### config.mk
export PLATFORM = sky130hd
export DESIGN_NAME = spi_slave
export DESIGN_NICKNAME = d
export VERILOG_FILES = /design/src/rtl/spi_slave.sv
export SDC_FILE = /design/constraint.sdc
export NUM_CORES = 1
export LEC_CHECK = 0
export CAP_MARGIN = 10
export CORE_AREA = 2 2 73 75
export CTS_BUF_LIST = sky130_fd_sc_hd__clkbuf_4 sky130_fd_sc_hd__clkbuf_8 sky130_fd_sc_hd__clkbuf_16
export DETAILED_ROUTE_END_ITERATION = 12
export DIE_AREA = 0 0 75 77
export GPL_TIMING_DRIVEN = 0
export PLACE_DENSITY_LB_ADDON = 0.3
export SYNTH_ARGS = -nofsm -noshare
export SYNTH_HDL_FRONTEND = slang
export SYNTH_SLANG_ARGS = --single-unit
### constraint.sdc
create_clock -name clk -period 2.04 [get_ports clk]
set_clock_uncertainty 0.15 [all_clocks]
set_input_delay 0.306 -clock clk [delete_from_list [all_inputs] [get_ports clk]]
set_output_delay 0.306 -clock clk [all_outputs]
set_load 0.1 [all_outputs]
### src/rtl/spi_slave.sv
// SPI responder: oversamples sclk/ss_n/mosi into clk, deserializes mosi into rx_data
// and shifts a one-word-buffered tx_data out on miso. All four SPI modes supported.
module spi_slave #(
   parameter int SPI_MODE    = 0,
   parameter int DATA_WIDTH  = 8,
   parameter int SYNC_STAGES = 2
) (
   input  logic                  clk,
   input  logic                  rst_n,
   input  logic                  sclk,
   input  logic                  ss_n,
   input  logic                  mosi,
   output logic                  miso,
   output logic                  miso_oe,
   input  logic [DATA_WIDTH-1:0] tx_data,
   input  logic                  tx_valid,
   output logic                  tx_ready,
   output logic [DATA_WIDTH-1:0] rx_data,
   output logic                  rx_valid,
   output logic                  busy,
   output logic                  tx_underrun,
   output logic                  frame_err
);

   localparam logic CPOL = 1'((SPI_MODE / 2) % 2);
   localparam logic CPHA = 1'(SPI_MODE % 2);
   localparam int   CW   = (DATA_WIDTH > 2) ? $clog2(DATA_WIDTH) : 1;

   typedef enum logic {IDLE, ACTIVE} state_t;

   state_t                  state_q, state_d;
   logic [SYNC_STAGES-1:0]  sclk_sync_q, sclk_sync_d;
   logic [SYNC_STAGES-1:0]  ss_sync_q, ss_sync_d;
   logic [SYNC_STAGES-1:0]  mosi_sync_q, mosi_sync_d;
   logic                    sclk_prev_q, sclk_prev_d;
   logic                    ss_prev_q, ss_prev_d;
   logic [CW-1:0]           bit_cnt_q, bit_cnt_d;
   logic [DATA_WIDTH-1:0]   rx_shift_q, rx_shift_d;
   logic [DATA_WIDTH-1:0]   tx_shift_q, tx_shift_d;
   logic [DATA_WIDTH-1:0]   buf_q, buf_d;
   logic                    buf_full_q, buf_full_d;
   logic                    first_word_q, first_word_d;
   logic [DATA_WIDTH-1:0]   rx_data_q, rx_data_d;
   logic                    rx_valid_q, rx_valid_d;
   logic                    tx_underrun_q, tx_underrun_d;
   logic                    frame_err_q, frame_err_d;
   logic                    miso_q, miso_d;
   logic                    miso_oe_q, miso_oe_d;
   logic                    busy_q, busy_d;

   logic                    sclk_s, ss_s, mosi_s;
   logic                    sclk_edge, leading_edge, trailing_edge;
   logic                    sample_edge, shift_edge, ss_fall, load;
   logic [DATA_WIDTH-1:0]   rx_next;

   assign sclk_s        = sclk_sync_q[SYNC_STAGES-1];
   assign ss_s          = ss_sync_q[SYNC_STAGES-1];
   assign mosi_s        = mosi_sync_q[SYNC_STAGES-1];
   assign sclk_edge     = (sclk_s != sclk_prev_q);
   assign leading_edge  = sclk_edge && (sclk_s != CPOL);
   assign trailing_edge = sclk_edge && (sclk_s == CPOL);
   assign sample_edge   = CPHA ? trailing_edge : leading_edge;
   assign shift_edge    = CPHA ? leading_edge : trailing_edge;
   assign ss_fall       = ss_prev_q && !ss_s;
   assign rx_next       = {rx_shift_q[DATA_WIDTH-2:0], mosi_s};

   always_comb begin
      state_d       = state_q;
      sclk_sync_d   = {sclk_sync_q[SYNC_STAGES-2:0], sclk};
      ss_sync_d     = {ss_sync_q[SYNC_STAGES-2:0], ss_n};
      mosi_sync_d   = {mosi_sync_q[SYNC_STAGES-2:0], mosi};
      sclk_prev_d   = sclk_s;
      ss_prev_d     = ss_s;
      bit_cnt_d     = bit_cnt_q;
      rx_shift_d    = rx_shift_q;
      tx_shift_d    = tx_shift_q;
      buf_d         = buf_q;
      buf_full_d    = buf_full_q;
      first_word_d  = first_word_q;
      rx_data_d     = rx_data_q;
      rx_valid_d    = 1'b0;
      tx_underrun_d = 1'b0;
      frame_err_d   = 1'b0;
      load          = 1'b0;

      case (state_q)
         IDLE: begin
            if (ss_fall) begin
               state_d      = ACTIVE;
               bit_cnt_d    = '0;
               first_word_d = 1'b1;
               load         = 1'b1;
            end
         end
         ACTIVE: begin
            // Deselect takes priority; any sclk edge seen in the same cycle is dropped.
            if (ss_s) begin
               state_d     = IDLE;
               frame_err_d = (bit_cnt_q != '0);
               bit_cnt_d   = '0;
               rx_shift_d  = '0;
            end else if (sample_edge) begin
               rx_shift_d = rx_next;
               if (bit_cnt_q == CW'(DATA_WIDTH - 1)) begin
                  rx_data_d  = rx_next;
                  rx_valid_d = 1'b1;
                  bit_cnt_d  = '0;
               end else begin
                  bit_cnt_d = bit_cnt_q + 1'b1;
               end
            end else if (shift_edge) begin
               // A shift edge seen with the counter at 0 marks a word boundary.
               if (bit_cnt_q == '0) begin
                  if (CPHA && first_word_q) begin
                     first_word_d = 1'b0;
                  end else begin
                     load = 1'b1;
                  end
               end else begin
                  tx_shift_d = {tx_shift_q[DATA_WIDTH-2:0], 1'b0};
               end
            end
         end
         default: state_d = IDLE;
      endcase

      if (load) begin
         if (buf_full_q) begin
            tx_shift_d = buf_q;
            buf_full_d = 1'b0;
         end else begin
            tx_shift_d    = '0;
            tx_underrun_d = 1'b1;
         end
      end
      if (tx_valid && !buf_full_q) begin
         buf_d      = tx_data;
         buf_full_d = 1'b1;
      end

      busy_d    = (state_d == ACTIVE);
      miso_oe_d = (state_d == ACTIVE);
      miso_d    = (state_d == ACTIVE) ? tx_shift_d[DATA_WIDTH-1] : 1'b0;
   end

   always_ff @(posedge clk) begin
      if (!rst_n) begin
         state_q       <= IDLE;
         sclk_sync_q   <= {SYNC_STAGES{CPOL}};
         // ss_n resets as already low so a frame in progress at reset is not re-entered.
         ss_sync_q     <= '0;
         ss_prev_q     <= 1'b0;
         mosi_sync_q   <= '0;
         sclk_prev_q   <= CPOL;
         bit_cnt_q     <= '0;
         rx_shift_q    <= '0;
         tx_shift_q    <= '0;
         buf_q         <= '0;
         buf_full_q    <= 1'b0;
         first_word_q  <= 1'b0;
         rx_data_q     <= '0;
         rx_valid_q    <= 1'b0;
         tx_underrun_q <= 1'b0;
         frame_err_q   <= 1'b0;
         miso_q        <= 1'b0;
         miso_oe_q     <= 1'b0;
         busy_q        <= 1'b0;
      end else begin
         state_q       <= state_d;
         sclk_sync_q   <= sclk_sync_d;
         ss_sync_q     <= ss_sync_d;
         ss_prev_q     <= ss_prev_d;
         mosi_sync_q   <= mosi_sync_d;
         sclk_prev_q   <= sclk_prev_d;
         bit_cnt_q     <= bit_cnt_d;
         rx_shift_q    <= rx_shift_d;
         tx_shift_q    <= tx_shift_d;
         buf_q         <= buf_d;
         buf_full_q    <= buf_full_d;
         first_word_q  <= first_word_d;
         rx_data_q     <= rx_data_d;
         rx_valid_q    <= rx_valid_d;
         tx_underrun_q <= tx_underrun_d;
         frame_err_q   <= frame_err_d;
         miso_q        <= miso_d;
         miso_oe_q     <= miso_oe_d;
         busy_q        <= busy_d;
      end
   end

   assign miso        = miso_q;
   assign miso_oe     = miso_oe_q;
   assign tx_ready    = !buf_full_q;
   assign rx_data     = rx_data_q;
   assign rx_valid    = rx_valid_q;
   assign busy        = busy_q;
   assign tx_underrun = tx_underrun_q;
   assign frame_err   = frame_err_q;

endmodule

==> flow_summary.toml, run 1 <==
[pwr]
p_int_w = 0.00139
p_seq_share_pct = 53.9
powerDensity_nw_per_um2 = 763
power_w = 0.00182
max-vdd-ir-drop_uv = 447
clkPwrFrac_pct = 38.0
p_leak_nw = 0.960
p_sw_share_pct = 23.7
switchingPower_w = 0.000431
p_comb_share_pct = 8.1

[floorplanning]
io_pins = 29
std_cell_rows = 26
die_w_um = 75
fp.coreArea_um2 = 4980
dieArea_um2 = 5780
die_h_um = 77
initial_core_util_pct = 38.5

[clock_tree]
clk_latency_ns = 0.30
postCtsSetupRepairBufs = 0
cts.sinks = 48
cts_hold_buf = 0
cts.path.max_buffers = 2
cts_tree = "done"
cts_htree_levels = 2
root_buffer = "clkbuf_8"
cts_buffers = 5
cts.clk_slew.worst_paths_ns = 0.09

[worst_setup_path]
r2r_cells = 6
crit_family = "buffers and inverters"
reg2reg_to = "tx_shift_q[1]$_SDFFE_PN0P_"
r2r-start = "ss_sync_q[1]$_SDFF_PN0_"
crit_buf_inv = 1
max_stage_delay_ns = 0.85
path_class = "reg -> out"
crit_chain = "dlygate4sd2_1"
arrival_ns = 1.50
end_kind = "output pin"
critPathMaxFanout = 2
cp.depth = 1
regToRegSetupSlack_ns = 0.30
cp.required_ns = 1.58
startpoint_type = "flip-flop"
cpMaxStageDelayCell = "dlygate4sd2_1"

[timing]
layout_setup_ws_ns = 0.0874
fin_crit_ns = 1.95
max_freq_mhz = 512
report.final.slew_viol_count = 0
fin_crit_sh_pct = 95.7
tightestPinTransition_ns = 0.955
rsz0062_at_grt = "false"
final-setup-viol-count = 0
finalHoldViolCount = 0
slew_headroom_pct = 36.6

[finish]
antenna_cells = 0
nNetsFinal = 252
fill_cells = 483
finish.instance_area_um2 = 2380
area_delta_synth_final_pct = 24.3
multi_input_area_um2 = 862
drive_gt1_share_pct = 13.6
fin_util_pct = 47.9
final-seq-area_um2 = 962

[routing]
dr.first_iter.drc_count = 107
routed_wl_um = 3720
dr.pass1.iters = 4
drc = 0
viasPerCell = 4.88
wl_per_cell_um = 12.1
via_count = 1493
ant_nets = 0

[placement]
place_area_um2 = 2290
place_ws_ns = -0.0776
gp_congestion = 0.776
dpl.hpwl_um = 2580
port_buffers = 28

[grt]
grt_pass1_wl_um = 6650
antenna_found_initial = 0
grt_overflow = 0
grt_usage_pct = 14.8
grt_max_degree = 16
grt_pass1_vias = 1450

[synthesis]
ys_seq_area_share_pct = 50.1
synth-adder-area-share_pct = 1.96
syn_nets = 217
synthSimpleGateAreaFrac_pct = 24.5
yosysWarnings = 0
syn_area_um2 = 1920
synthXorXnorAreaFrac_pct = 0
syn_inst = 200
synth_top_family_by_area = "simple AND/OR/NAND/NOR gates"
yosysUniqueCellTypes = 30
synth_compound_gate_area_share_pct = 18.5
synth_seq_cells = 48
synth_mux_area_share_pct = 0
syn_area_per_cell_um2 = 9.58

[min_path]
hold_end = "sclk_sync_q[1]$_SDFF_PN0_"
hold_path_class = "reg -> reg"
hold-path-cell-count = 1
min-delay-start = "sclk_sync_q[0]$_SDFF_PN0_"

[outcome]
outcome = "completed"

[flow_run]
max_cap_violations = 0
## worst max path at each step
stage / from / to
after floorplan: busy$_SDFF_PN0_ / tx_shift_q[1]$_SDFFE_PN0P_
after global placement: busy$_SDFF_PN0_ / miso_oe
after detailed placement: busy$_SDFF_PN0_ / miso_oe
after CTS: rx_data[0]$_SDFFE_PN0P_ / rx_data[0]
after global routing: rx_data[5]$_SDFFE_PN0P_ / rx_data[5]
final: rx_data[0]$_SDFFE_PN0P_ / rx_data[0]
## metal layers
layer | routed length [µm] | GRT usage [%]
met1 | 1870 | 20.2
met2 | 1640 | 21.5
met3 | 146 | 4.47
met4 | 63 | 5.89
met5 | 0 | 0
## synthesized netlist by cell type
cell type / number / area [µm²]
dfxtp_1: 48 / 961
nand2_1: 32 / 120
a21boi_0: 16 / 120
o21ai_0: 14 / 70.1
nand3_1: 11 / 55.1
nor2b_1: 9 / 56.3
and2_1: 8 / 50.1
a22oi_1: 7 / 52.6
clkbuf_1: 7 / 26.3
nor2_1: 7 / 26.3
a221oi_2: 6 / 90.1
nand4_1: 5 / 31.3
and3_1: 4 / 25.0
buf_2: 3 / 15.0
ha_1: 3 / 37.5
inv_1: 3 / 11.3
and2_2: 2 / 15.0
buf_6: 2 / 22.5
nor3b_1: 2 / 15.0
a21oi_1: 1 / 5.00
a21oi_4: 1 / 16.3
and2_4: 1 / 8.76
and4bb_1: 1 / 12.5
and4bb_2: 1 / 12.5
buf_4: 1 / 7.51
clkdlybuf4s50_2: 1 / 11.3
nand2b_2: 1 / 8.76
nand4b_1: 1 / 8.76
nand4bb_2: 1 / 16.3
or3b_1: 1 / 8.76
## placed cells by master, fill, tap and decap left out, types with 2 or more instances in the layout
cell | Yosys | routed
a21boi_0 | 16 | 16
a221oi_2 | 6 | 6
a22oi_1 | 7 | 7
and2_1 | 8 | 8
and2_2 | 2 | 2
and3_1 | 4 | 4
buf_2 | 3 | 3
buf_4 | 1 | 2
buf_6 | 2 | 2
clkbuf_1 | 7 | 7
clkbuf_8 | 0 | 5
clkdlybuf4s15_2 | 0 | 2
clkdlybuf4s50_1 | 0 | 13
dfxtp_1 | 48 | 47
dlygate4sd2_1 | 0 | 12
ha_1 | 3 | 3
inv_1 | 3 | 3
nand2_1 | 32 | 32
nand3_1 | 11 | 11
nand4_1 | 5 | 5
nor2_1 | 7 | 7
nor2b_1 | 9 | 9
nor3b_1 | 2 | 2
o21ai_0 | 14 | 14
## sequential cells by signal (all words and copies together) (netlist names)
| signal | cells |
|---|---|
| bit_cnt_q | 3 |
| buf_full_q | 1 |
| buf_q | 8 |
| busy | 1 |
| frame_err | 1 |
| miso | 1 |
| mosi_sync_q | 2 |
| rx_data | 8 |
| rx_shift_q | 7 |
| rx_valid | 1 |
| sclk_prev_q | 1 |
| sclk_sync_q | 2 |
| ss_prev_q | 1 |
| ss_sync_q | 2 |
| tx_shift_q | 8 |
| tx_underrun | 1 |
## area by class of cell
cell class | instances | share of cell area [%]
Buffer | 14 | 3.47
Clock buffer | 5 | 2.89
Clock inverter | 3 | 1.79
Inverter | 3 | 0.473
Multi-Input combinational cell | 135 | 36.2
Sequential cell | 48 | 40.4
Tap cell | 70 | 3.68
Timing Repair Buffer | 28 | 11.1
## power groups by stage
| stage | Combinational [W] | Clock, W | Sequential (W) |
|---|---|---|---|
| after global routing | 0.000163 | 0.000741 | 0.000984 |
| final | 0.000147 | 0.000690 | 0.000980 |
| after floorplan | 0.0000930 | 0 | 0.00100 |
| after detailed placement | 0.000149 | 0 | 0.00100 |
| after global placement | 0.000149 | 0 | 0.00100 |
| after CTS | 0.000149 | 0.000705 | 0.000980 |
## cells by family after synthesis
| group | count (synthesis) |
|---|---|
| AND/OR/NAND/NOR | 87 |
| AO/OA/AOI/OAI | 45 |
| adder cells (fa/ha/maj) | 3 |
| flip-flops | 48 |
| buffers and inverters | 17 |
## metrics by stage
step / setup TNS (ns) / instances / hold WS (ns)
global route: 0 / 306 / 0.311
global placement: -0.130 / 298 / 0.266
CTS: 0 / 306 / 0.289
floorplan: 0 / 200 / 0.262
detailed placement: -0.135 / 298 / 0.267
finish: 0 / 306 / 0.290
## what timing repair did
item | CTS | global route
resized for setup | 20 | 0
endpoints found under the setup margin | 15 | 0
hold endpoints to repair | 0 | 0
(Power assumes the default switching activity.)
==> inputs of run 2 (changes only) <==
Settings changed: CORE_AREA 2 2 73 75 to 2 2 86 63, DIE_AREA 0 0 75 77 to 0 0 88 65, GPL_ROUTABILITY_DRIVEN from default to 0.
==> run 2 against run 1 <==
Effect of this change: via count decreased by 2.2%; clock power increased by 3.8%; non-clock buffer count did not move; utilization up 0.28 points; combinational power barely moved; global-route usage is 0.22 points higher; register-to-register slack barely moved; sequential power barely moved.
==> flow_summary.toml, run 2 (same netlist as run 1, synthesis figures left out) <==
[floorplanning]
std_cell_rows = 22
initial_core_util_pct = 38.5
die_w_um = 88
dieArea_um2 = 5720
fp.coreArea_um2 = 4980
die_h_um = 65
io_pins = 29

[finish]
antenna_cells = 0
final_common_cell = "dfxtp_1"
drive_gt1_share_pct = 13.6
finish.instance_area_um2 = 2400
area_delta_synth_final_pct = 25.1
layout_common_cells = "dfxtp_1 (47), nand2_1 (32), a21boi_0 (16)"
nNetsFinal = 252

[worst_setup_path]
crit_chain = "dlygate4sd2_1"
r2r-start = "ss_sync_q[1]$_SDFF_PN0_"
crit_family = "buffers and inverters"
max_stage_delay_ns = 0.86
startpoint = "rx_data[3]$_SDFFE_PN0P_"
reg2reg_to = "tx_shift_q[5]$_SDFFE_PN0P_"
startpoint_type = "flip-flop"
r2r_cells = 6
end_kind = "output pin"
cpMaxStageDelayCell = "dlygate4sd2_1"
critPathMaxFanout = 2
path_class = "reg -> out"
regToRegSetupSlack_ns = 0.31
endpoint = "rx_data[3]"
arrival_ns = 1.49
crit_buf_inv = 1
cp.depth = 1
cp.required_ns = 1.58

[min_path]
hold_path_class = "reg -> reg"
min-delay-start = "ss_sync_q[0]$_SDFF_PN0_"

[timing]
slew_headroom_pct = 35.7
fin_crit_ns = 1.95
report.final.slew_viol_count = 0
fin_crit_sh_pct = 95.6
finalHoldViolCount = 0
rsz0062_at_grt = "false"
tightestPinTransition_ns = 0.968
final-setup-viol-count = 0
max_freq_mhz = 513
holdWs_ns = 0.292

[placement]
dpl.hpwl_um = 2710
place_area_um2 = 2290
port_buffers = 28

[routing]
dr.first_iter.drc_count = 88
dr.pass1.iters = 4
drc = 0
via_count = 1460
ant_nets = 0
wl_per_cell_um = 12.1
routed_wl_um = 3740
viasPerCell = 4.74

[grt]
grt_max_degree = 16
antenna_found_initial = 0
grt_usage_pct = 15.0
grt_pass1_wl_um = 6580
grt_overflow = 0
grt_pass1_vias = 1413

[clock_tree]
cts_buffers = 5
cts_resized = 21
cts.sinks = 48
cts.path.max_buffers = 2
clk_latency_ns = 0.30
cts_htree_levels = 2
cts_tree = "done"
cts.clk_slew.worst_paths_ns = 0.09
cts_hold_buf = 0
postCtsSetupRepairBufs = 0
root_buffer = "clkbuf_8"

[pwr]
switchingPower_w = 0.000420
powerDensity_nw_per_um2 = 769
max-vdd-ir-drop_uv = 300
p_leak_nw = 0.966
clkPwrFrac_pct = 38.8
p_seq_share_pct = 53.1
p_int_w = 0.00142
p_comb_share_pct = 8.1
p_sw_share_pct = 22.8

[flow_run]
max_cap_violations = 0

[outcome]
outcome = "completed"
-- run 2: area by class of cell --
class                           instances  area (µm²)
Multi-Input combinational cell        135         862
Fill cell                             473        2580
Clock buffer                            6        82.6
Clock inverter                          2        38.8
Inverter                                3        11.3
Sequential cell                        48         962
Timing Repair Buffer                   28         269
Tap cell                               72        90.1
Buffer                                 14        82.6
-- run 2: routing by layer --
layer  vias to the layer above  global-route usage (%)  share of wire, %
met5                         -                       0                 0
met3                         5                    5.35               2.7
li1                        763                       -                 -
met2                        19                    19.5                40
met4                         0                    4.62               1.2
met1                       673                    22.6                57
-- run 2: how the worst min path moves through the flow --
stage / cells after the start / slack, ns / to
after detailed placement: 1 / 0.27 / ss_sync_q[1]$_SDFF_PN0_
after global placement: 1 / 0.27 / ss_sync_q[1]$_SDFF_PN0_
after floorplan: 1 / 0.26 / mosi_sync_q[1]$_SDFF_PN0_
final: 1 / 0.29 / ss_sync_q[1]$_SDFF_PN0_
after global routing: 1 / 0.30 / ss_sync_q[1]$_SDFF_PN0_
after CTS: 1 / 0.29 / ss_sync_q[1]$_SDFF_PN0_
-- run 2: stage by stage --
step	total power, W	setup WS [ns]	util (%)	instances	TNS, ns
after floorplan	0.00110	0.225	-	200	0
final	0.00184	0.0901	48.1	308	0
after global placement	0.00115	-0.0673	45.9	300	-0.123
after CTS	0.00187	0.0722	48.1	308	0
after detailed placement	0.00115	-0.0701	45.9	300	-0.140
after global routing	0.00193	0.0190	48.1	308	0
-- run 2: power by group through the flow --
stage                     sequential (W)  clock, W  combinational [W]
after floorplan                  0.00100         0          0.0000930
after global placement           0.00100         0           0.000149
after detailed placement         0.00100         0           0.000151
after CTS                       0.000980  0.000743           0.000150
after global routing            0.000983  0.000780           0.000164
final                           0.000980  0.000716           0.000149
-- run 2: worst reg2reg max path, stage by stage (launching register included) --
cell and delay, ns:
dfxtp_1 0.40, or3b_1 0.41, buf_6 0.15, and2_4 0.14
buf_6 0.13, a221oi_2 0.18, nor2_1 0.07
==> inputs of run 3 (changes only) <==
==> constraint.sdc (replaced) <==
create_clock -name clk -period 2.04 [get_ports clk]
set_clock_uncertainty 0.15 [all_clocks]
set_input_delay 0.204 -clock clk [delete_from_list [all_inputs] [get_ports clk]]
set_output_delay 0.204 -clock clk [all_outputs]
set_load 0.1 [all_outputs]
==> run 3 against run 2 <==
Effect of this change: cell count did not move; fmax is 0.80% lower; worst setup slack lost 0.016 ns; wire length hardly changed; highest routed layer unchanged; first-iteration DRC count unchanged; clock-buffer cell count did not move; final area shrank 0.63%; combinational power about the same; sequential cell count did not move; largest power group unchanged; die area did not move.
==> flow_summary.toml, run 3 (same netlist as run 1, synthesis figures left out) <==
[outcome]
outcome = "completed"

[finish]
finish.instance_area_um2 = 2380
area_delta_synth_final_pct = 24.3
final_common_cell = "dfxtp_1"
layout_common_cells = "dfxtp_1 (47), nand2_1 (32), a21boi_0 (16)"
fill_cells = 477
drive_gt1_share_pct = 13.1
nNetsFinal = 252
final-seq-area_um2 = 962
antenna_cells = 0
multi_input_area_um2 = 862

[min_path]
hold_path_class = "reg -> reg"

[routing]
wl_per_cell_um = 12.1
routed_wl_um = 3740
drt-met1-wl_um = 2110
dr_wl_met2_um = 1480
dr.pass1.iters = 4
dr.first_iter.drc_count = 88
highest_layer = "met4"
ant_nets = 0
viasPerCell = 4.74
via_count = 1459
drc = 0
wl_met3_um = 104

[pwr]
p_leak_nw = 0.969
powerDensity_nw_per_um2 = 773
power_w = 0.00184
max-vdd-ir-drop_uv = 300

[timing]
rsz0062_at_grt = "false"
report.final.slew_viol_count = 0
tightestPinTransition_ns = 0.968
holdWs_ns = 0.292
fin_crit_ns = 1.97
layout_setup_ws_ns = 0.0744
final-setup-viol-count = 0
finalHoldViolCount = 0
max_freq_mhz = 509
tns_ns = 0
fin_crit_sh_pct = 96.4
slew_headroom_pct = 35.7

[floorplanning]
dieArea_um2 = 5720
initial_core_util_pct = 38.5
std_cell_rows = 22
fp.coreArea_um2 = 4980
die_h_um = 65
die_w_um = 88
io_pins = 29

[worst_setup_path]
regToRegSetupSlack_ns = 0.31
r2r-start = "ss_sync_q[1]$_SDFF_PN0_"
crit_family = "buffers and inverters"
startpoint_type = "flip-flop"
reg2reg_to = "tx_shift_q[5]$_SDFFE_PN0P_"
cp.required_ns = 1.69
crit_chain = "dlygate4sd2_1"
arrival_ns = 1.61
crit_buf_inv = 1
cp.depth = 1
startpoint = "busy$_SDFF_PN0_"
endpoint = "busy"
critPathMaxFanout = 11
cpMaxStageDelayCell = "dlygate4sd2_1"
max_stage_delay_ns = 0.88
r2r_cells = 6
end_kind = "output pin"
path_class = "reg -> out"

[clock_tree]
cts_tree = "done"
cts_buffers = 5
cts.path.max_buffers = 2
clk_latency_ns = 0.30
root_buffer = "clkbuf_8"
cts.sinks = 48
cts_htree_levels = 2
cts.clk_slew.worst_paths_ns = 0.08
cts_hold_buf = 0

[grt]
antenna_found_initial = 0
grt_pass1_vias = 1413
grt_overflow = 0
grt_max_degree = 16
grt_pass1_wl_um = 6580
grt_usage_pct = 15.0

[placement]
place_area_um2 = 2290
dpl.hpwl_um = 2710
port_buffers = 28
place_ws_ns = 0.0319

[flow_run]
max_cap_violations = 0
-- run 3: through the flow --
| step | std cells | util, % |
|---|---|---|
| 4_1_cts | 308 | 48.0 |
| 6_report | 308 | 47.8 |
| 3_3_place_gp | 300 | 45.9 |
| 5_1_grt | 308 | 47.8 |
| 3_5_place_dp | 300 | 45.9 |
| 2_1_floorplan | 200 | - |
-- run 3: how the worst min path moves through the flow --
| stage | start | to | cells after the start |
|---|---|---|---|
| 5_1_grt | ss_sync_q[0]$_SDFF_PN0_ | ss_sync_q[1]$_SDFF_PN0_ | 1 |
| 3_3_place_gp | ss_sync_q[0]$_SDFF_PN0_ | ss_sync_q[1]$_SDFF_PN0_ | 1 |
| 2_1_floorplan | mosi | mosi_sync_q[0]$_SDFF_PN0_ | 1 |
| 4_1_cts | ss_sync_q[0]$_SDFF_PN0_ | ss_sync_q[1]$_SDFF_PN0_ | 1 |
| 6_report | ss_sync_q[0]$_SDFF_PN0_ | ss_sync_q[1]$_SDFF_PN0_ | 1 |
| 3_5_place_dp | ss_sync_q[0]$_SDFF_PN0_ | ss_sync_q[1]$_SDFF_PN0_ | 1 |
-- run 3: where the power goes --
part,total (W),switching (W),internal [W]
Sequential,0.000980,0.0000186,0.000961
Clock,0.000716,0.000316,0.000401
Combinational,0.000146,0.0000859,0.0000604
Total,0.00184,0.000420,0.00142
-- run 3: layout make-up --
type | count | area share [%]
flip-flops and latches | 48 | 40.4
repair buffers | 28 | 10.7
well taps | 72 | 3.78
inverters | 3 | 0.472
clock buffers | 6 | 3.46
multi-input cells | 135 | 36.2
plain buffers | 14 | 3.46
clock inverters | 2 | 1.63
-- run 3: what timing repair did --
item,CTS,global route
buffers inserted,0,0
gates resized for setup,17,2
setup endpoints to repair,15,2
-- run 3: routing by layer --
metal  GRT usage (%)  up-vias
met5               0        -
met4            4.62        0
met3            5.35        5
met2            19.5       19
met1            22.6      672
li1                -      763
